<file path="src/rtl/mmio_pkg.sv">
// Shared constants for the MMIO port responder: register offsets, STATUS bit
// positions and the default window base.
package mmio_pkg;

  localparam logic [31:0] DEFAULT_BASE_ADDR = 32'hFFFF_0000;

  // Word offsets (Address[4:2]) inside the 32-byte window
  localparam logic [2:0] OFF_PORT_OUT  = 3'd0;
  localparam logic [2:0] OFF_PORT_IN   = 3'd1;
  localparam logic [2:0] OFF_STATUS    = 3'd2;
  localparam logic [2:0] OFF_TX_FIFO   = 3'd3;
  localparam logic [2:0] OFF_TIMER     = 3'd4;
  localparam logic [2:0] OFF_TIMER_CMP = 3'd5;

  // STATUS bit positions
  localparam int ST_IN_CHANGED = 0;
  localparam int ST_FIFO_FULL  = 1;
  localparam int ST_FIFO_EMPTY = 2;
  localparam int ST_TIMER_HIT  = 3;
  localparam int ST_FIFO_OVF   = 4;
  localparam int ST_COUNT_LSB  = 5;

  localparam logic [31:0] TIMER_CMP_RESET = 32'hFFFF_FFFF;

  // STATUS only has three bits for the FIFO fill level; clamp deeper FIFOs
  function automatic logic [2:0] sat_count3(input logic [31:0] c);
    return (c > 32'd7) ? 3'd7 : c[2:0];
  endfunction

endpackage

</file>
<file path="src/rtl/mmio_tx_fifo.sv">
// Byte TX FIFO with registered-array head. A push while full is dropped unless
// a pop happens in the same cycle; the drop is reported as a one-cycle pulse.
module mmio_tx_fifo #(
  parameter int DEPTH = 4,
  parameter int WIDTH = 8
) (
  input  logic                   clk,
  input  logic                   rst,
  input  logic                   push,
  input  logic [WIDTH-1:0]       push_data,
  input  logic                   pop,
  output logic [WIDTH-1:0]       head,
  output logic                   full,
  output logic                   empty,
  output logic [$clog2(DEPTH):0] count,
  output logic                   overflow
);

  localparam int AW = $clog2(DEPTH);
  localparam int CW = AW + 1;

  logic [WIDTH-1:0] mem_q [DEPTH];
  logic [AW-1:0]    wr_ptr_q, wr_ptr_d;
  logic [AW-1:0]    rd_ptr_q, rd_ptr_d;
  logic [CW-1:0]    count_q, count_d;
  logic             push_ok, pop_ok;

  assign full     = (count_q == CW'(DEPTH));
  assign empty    = (count_q == '0);
  assign count    = count_q;
  assign head     = mem_q[rd_ptr_q];
  assign overflow = push & full & ~pop;

  // Accept/advance decisions; pointers wrap naturally at the power-of-2 depth
  always_comb begin
    pop_ok   = pop & ~empty;
    push_ok  = push & (~full | pop_ok);
    wr_ptr_d = push_ok ? wr_ptr_q + AW'(1) : wr_ptr_q;
    rd_ptr_d = pop_ok  ? rd_ptr_q + AW'(1) : rd_ptr_q;
    count_d  = count_q + CW'(push_ok) - CW'(pop_ok);
  end

  // Storage and pointer state; storage cleared so head reads 0 out of reset
  always_ff @(posedge clk or posedge rst) begin
    if (rst) begin
      for (int i = 0; i < DEPTH; i++) mem_q[i] <= '0;
      wr_ptr_q <= '0;
      rd_ptr_q <= '0;
      count_q  <= '0;
    end else begin
      if (push_ok) mem_q[wr_ptr_q] <= push_data;
      wr_ptr_q <= wr_ptr_d;
      rd_ptr_q <= rd_ptr_d;
      count_q  <= count_d;
    end
  end

endmodule

</file>
<file path="src/rtl/mmio_port_responder.sv">
// MMIO target on the MEM-stage data bus: output port, synchronized input port
// with change detect, free-running timer with compare, and a byte TX FIFO.
module mmio_port_responder
  import mmio_pkg::*;
#(
  parameter logic [31:0] BASE_ADDR     = DEFAULT_BASE_ADDR,
  parameter int          FIFO_DEPTH    = 4,
  parameter int          PORT_IN_WIDTH = 8
) (
  input  logic                     clk,
  input  logic                     reset,
  input  logic [31:0]              Address,
  input  logic [31:0]              WriteData,
  input  logic                     MemWrite,
  input  logic                     MemRead,
  output logic [31:0]              ReadData,
  output logic                     sel,
  input  logic [PORT_IN_WIDTH-1:0] PortIn,
  output logic [31:0]              PortOut,
  output logic [7:0]               tx_data,
  output logic                     tx_valid,
  input  logic                     tx_ready,
  output logic                     irq
);

  localparam int CW = $clog2(FIFO_DEPTH) + 1;

  logic [2:0]               offset;
  logic                     wr_en, rd_en;
  logic [31:0]              port_out_q, port_out_d;
  logic [31:0]              timer_q, timer_d;
  logic [31:0]              timer_cmp_q, timer_cmp_d;
  logic [PORT_IN_WIDTH-1:0] sync1_q, sync1_d, sync2_q, sync2_d, prev_q, prev_d;
  logic                     in_changed_q, in_changed_d;
  logic                     timer_hit_q, timer_hit_d;
  logic                     fifo_ovf_q, fifo_ovf_d;
  logic                     status_clr;
  logic [7:0]               status;
  logic                     fifo_push, fifo_pop, fifo_full, fifo_empty, fifo_ovf_pulse;
  logic [CW-1:0]            fifo_count;
  logic                     unused_addr_lsbs;

  assign unused_addr_lsbs = ^Address[1:0];

  assign sel    = (Address[31:5] == BASE_ADDR[31:5]);
  assign offset = Address[4:2];
  assign wr_en  = MemWrite & sel;
  assign rd_en  = MemRead & sel;

  assign fifo_push = wr_en & (offset == OFF_TX_FIFO);
  assign fifo_pop  = tx_valid & tx_ready;

  mmio_tx_fifo #(
    .DEPTH (FIFO_DEPTH),
    .WIDTH (8)
  ) u_tx_fifo (
    .clk       (clk),
    .rst       (reset),
    .push      (fifo_push),
    .push_data (WriteData[7:0]),
    .pop       (fifo_pop),
    .head      (tx_data),
    .full      (fifo_full),
    .empty     (fifo_empty),
    .count     (fifo_count),
    .overflow  (fifo_ovf_pulse)
  );

  assign tx_valid = ~fifo_empty;
  assign PortOut  = port_out_q;
  assign irq      = in_changed_q | timer_hit_q;

  // STATUS image assembled from live FIFO flags and sticky bits
  always_comb begin
    status                = '0;
    status[ST_IN_CHANGED] = in_changed_q;
    status[ST_FIFO_FULL]  = fifo_full;
    status[ST_FIFO_EMPTY] = fifo_empty;
    status[ST_TIMER_HIT]  = timer_hit_q;
    status[ST_FIFO_OVF]   = fifo_ovf_q;
    status[7:ST_COUNT_LSB] = sat_count3(32'(fifo_count));
  end

  // Read mux: pure function of current state and Address (pre-write view)
  always_comb begin
    ReadData = '0;
    if (sel) begin
      case (offset)
        OFF_PORT_OUT:  ReadData = port_out_q;
        OFF_PORT_IN:   ReadData = 32'(sync2_q);
        OFF_STATUS:    ReadData = {24'd0, status};
        OFF_TIMER:     ReadData = timer_q;
        OFF_TIMER_CMP: ReadData = timer_cmp_q;
        default:       ReadData = '0;
      endcase
    end
  end

  // Next-state: register writes, timer, synchronizer and sticky set/clear
  always_comb begin
    status_clr  = rd_en & (offset == OFF_STATUS);
    port_out_d  = (wr_en && offset == OFF_PORT_OUT)  ? WriteData : port_out_q;
    timer_cmp_d = (wr_en && offset == OFF_TIMER_CMP) ? WriteData : timer_cmp_q;
    // a load beats the increment
    timer_d     = (wr_en && offset == OFF_TIMER)     ? WriteData : timer_q + 32'd1;
    sync1_d     = PortIn;
    sync2_d     = sync1_q;
    prev_d      = sync2_q;
    // set wins over a same-cycle read clear
    in_changed_d = (sync2_q != prev_q)       | (in_changed_q & ~status_clr);
    timer_hit_d  = (timer_q == timer_cmp_q)  | (timer_hit_q  & ~status_clr);
    fifo_ovf_d   = fifo_ovf_pulse            | (fifo_ovf_q   & ~status_clr);
  end

  // State registers
  always_ff @(posedge clk or posedge reset) begin
    if (reset) begin
      port_out_q   <= '0;
      timer_q      <= '0;
      timer_cmp_q  <= TIMER_CMP_RESET;
      sync1_q      <= '0;
      sync2_q      <= '0;
      prev_q       <= '0;
      in_changed_q <= 1'b0;
      timer_hit_q  <= 1'b0;
      fifo_ovf_q   <= 1'b0;
    end else begin
      port_out_q   <= port_out_d;
      timer_q      <= timer_d;
      timer_cmp_q  <= timer_cmp_d;
      sync1_q      <= sync1_d;
      sync2_q      <= sync2_d;
      prev_q       <= prev_d;
      in_changed_q <= in_changed_d;
      timer_hit_q  <= timer_hit_d;
      fifo_ovf_q   <= fifo_ovf_d;
    end
  end

endmodule

</file>
<file path="config.mk">
export PLATFORM = sky130hd
export DESIGN_NAME = mmio_port_responder
export DESIGN_NICKNAME = d
export VERILOG_FILES = /design/src/rtl/mmio_pkg.sv /design/src/rtl/mmio_tx_fifo.sv /design/src/rtl/mmio_port_responder.sv
export SDC_FILE = /design/constraint.sdc
export NUM_CORES = 1
export LEC_CHECK = 0
export CORE_MARGIN = 3
export CORE_UTILIZATION = 38
export CTS_CLUSTER_SIZE = 28
export DETAILED_ROUTE_END_ITERATION = 16
export DONT_BUFFER_PORTS = 1
export GPL_TIMING_DRIVEN = 0
export HOLD_SLACK_MARGIN = 0.05
export SYNTH_ARGS = -nofsm -noshare
export SYNTH_HDL_FRONTEND = slang
export SYNTH_SLANG_ARGS = --single-unit
</file>
<file path="constraint.sdc">
create_clock -name clk -period 8.37 [get_ports clk]
set_input_delay 2.511 -clock clk [delete_from_list [all_inputs] [get_ports clk]]
set_output_delay 2.511 -clock clk [all_outputs]
set_load 0.005 [all_outputs]
</file>
==> impl_results.md <==
- Clk pin slew, worst setup/hold paths: approximately 0.060 ns
- Minimum clock period: slightly above 7 ns
- Placed Cells: 948
- Root buffer selected by CTS: clkbuf_16
- Area share of the largest cell type after synthesis: 40.3%
- Critical path endpoint: ReadData[23]
- Asr flop ratio synth: 100%
- Via/cell ratio: 5.44
- Max_cap viols: 0
- Syn_area_per_cell: between 10 and 15 µm²
- Clock Skew: about 0.010 ns
- Final HPWL DP: roughly 15000 µm
- DIE HEIGHT: between 150 and 200 µm
- Mapped cell area: between 8000 and 9000 µm²
- Most frequent cells in the layout: dfrtp_1 (130), nor2_1 (97), mux2_2 (91)
- Core Area: a little over 20000 µm²
- GR Util met3: under 10%
- R2r endpoint: timer_q[29]
- Starting Density: approximately 40%
- Crit. Startpoint: Address[8]
- Largest area contributor in the netlist: dfrtp_1
- Worst VDD drop: between 0.0001 and 0.00015 V
- Post-DRT Antenna Nets: 0
- Commonest non-fill, non-tap cell in the layout: dfrtp_1
- # port buffers: 0
- DRT Pass-1 Iters: 6
- RSZ-0062 raised after global routing: false
- Clock Path Buffers: 2
- Slew HR: between 10% and 20%
- Yosys warns: 0
- Area of the die: between 20000 and 25000 µm²
- Area delta synth->final: 11.4%
- Grt ovf: 0
- Die Span X: 152 µm
- Via count: between 5k and 6k
- Largest net degree at the start of global routing: 130
- Post-Syn Instances: 677
- R2r setup slk: roughly 5.7 ns
- Synth Register Bits: 162
- H-tree lvl count: 4
- Final Setup Violations: 0
- Placement Cell Area: 8450 µm²
- Fmax: between 100 and 150 MHz
- Tcrit/Tclk final: a little under nine tenths
- Clk sinks: between 150 and 200
- Number of global-route vias before repair: between 5k and 6k
- Worst flop-to-flop path startpoint: timer_q[8]
- Synth Net Count: between 700 and 800
- Design Area, Final: between 8000 and 9000 µm²
- Status: finished clean
- CP Class: in2out
- Number of enable flip-flop cells after synthesis: 0
- Total Power: 1.68 mW
- Share of cells above drive strength 1: a little over a quarter
- Worst skew pair latency: around 0.43 ns
- Sequential element share of the synthesized area: 50.7%
- Wire length per cell: 21.0 µm
- Worst Path Required: 5.86 ns
- GR peak layer: met2
- Ys flop type: dfrtp_1
- Ant. Diodes: 0
- Slew @ Worst Pin: around 1.3 ns
- Drc violations: 0
- Final std cells w/o fill: approximately 1000
- Final net count: a little under 800
- Met1 usage: 23.6%
- Placer Congestion: between 0.8 and 0.9
- Drt total wl: a little over 20000 µm
- Critical Path AT: 4.64 ns
- Worst min path class: reg2reg
- Post-CTS Hold Fix Bufs: 0
- TritonCTS Buffers: 17
- CTS-repair resized insts: 0
- Max FO, Critical Path: 10
- GR met2 Demand/Resource: between 20% and 30%
- CTS tree: yes
- Crit path capture type: output pin
- Drt first-iter violations: 350
- Max-slew violations: 0
- Site Rows: between 50 and 60
- Yosys cell types: 46
- PwrDens: 186 nW/µm²
- Hold Vio Cnt, Final: 0
- Post CTS Setup Buffer Count: 0
- Synth area leaders: dfrtp_1 (40%), mux2_2 (13%), dfstp_2 (10%), xnor2_1 (5.9%), nor2_1 (4.5%)
- Setup crit start kind: primary input
- R2R cell count: 6
- Final TNS setup: 0 ns
- Global-route wire length before repair: roughly 33000 µm
- Antenna violations before repair: 0
- Total GRT Usage: roughly 18%
- Hold slack: 0.348 ns
- Leak: about 3.8 nW
- Top Ports: 152
## cells by family after synthesis
kind of cell    Yosys count  synth area share (%)
simple gates            183                  11.5
mux                     137                  21.0
buf+inv                  45                  2.79
xor+xnor                 75                  8.13
flops                   162                  50.7
compound gates           67                  4.58
fa+ha+maj                 8                  1.33
## stage by stage
stage,util (%),worst slack [ns]
4_1_cts,43.8,1.21
2_1_floorplan,-,1.54
5_1_grt,43.8,1.13
3_5_place_dp,41.1,1.21
6_report,43.8,1.22
3_3_place_gp,40.9,-0.191
## critical path: stages
cell,delay [ns]
or3_1,0.35
or3_4,0.36
or2_1,0.23
buf_6,0.14
inv_2,0.18
nand2_1,0.26
clkbuf_1,0.33
nor2_1,0.27
## synthesized netlist by cell type (all sizes together), types with 14 or more instances
cell type	number
nand3	15
clkbuf	19
nand2	14
dfrtp	130
mux2	97
xor2	21
nor2	97
nand4	24
dfstp	32
a21oi	55
buf	15
xnor2	54
mux4	16
mux2i	24
## worst min path at each step
stage,startpoint,endpoint,slack [ns],depth (start not counted)
after CTS,sync1_q[0],prev_d[0],0.35,0
after global routing,sync1_q[0],prev_d[0],0.36,0
after global placement,sync1_q[4],prev_d[4],0.34,0
final,sync1_q[0],prev_d[0],0.35,0
after floorplan,sync1_q[0],prev_d[0],0.33,0
after detailed placement,sync1_q[0],prev_d[0],0.33,0
## cell type report
type                       instances  area, µm²
tap                              270        338
fill                            1950      11600
timing repair buffer               1       27.5
sequential                       162       4090
clock inverter                    13        103
inverter                          11       48.8
buffer                            34        184
clock buffer                      19        443
multi-input combinational        470       3760
## registers in the layout, indices dropped and copies added, names as in the netlist
name and count:
in_changed_q 1, u_tx_fifo.rd_ptr_q 2, u_tx_fifo.wr_ptr_q 2, u_tx_fifo.mem_q 32
sync1_q 8, timer_hit_q 1, PortOut 32, prev_q 8
fifo_ovf_q 1, prev_d 8, timer_q 32, u_tx_fifo.count 3
timer_cmp_q 32
## layer usage
layer | part of all wire [%] | up-vias | wire length (µm)
met4 | 2.3 | 0 | 471
met2 | 48 | 163 | 9940
met1 | 43 | 2703 | 8820
li1 | - | 2427 | -
met3 | 6.6 | 38 | 1360
met5 | 0 | - | 0
## power by group
part	leakage, nW	total (mW)	internal [mW]	switching [mW]
Combinational	1.55	0.132	0.0528	0.0794
Clock	0.261	0.726	0.392	0.334
Sequential	2.04	0.818	0.803	0.0149
(Power assumes the default switching activity.)
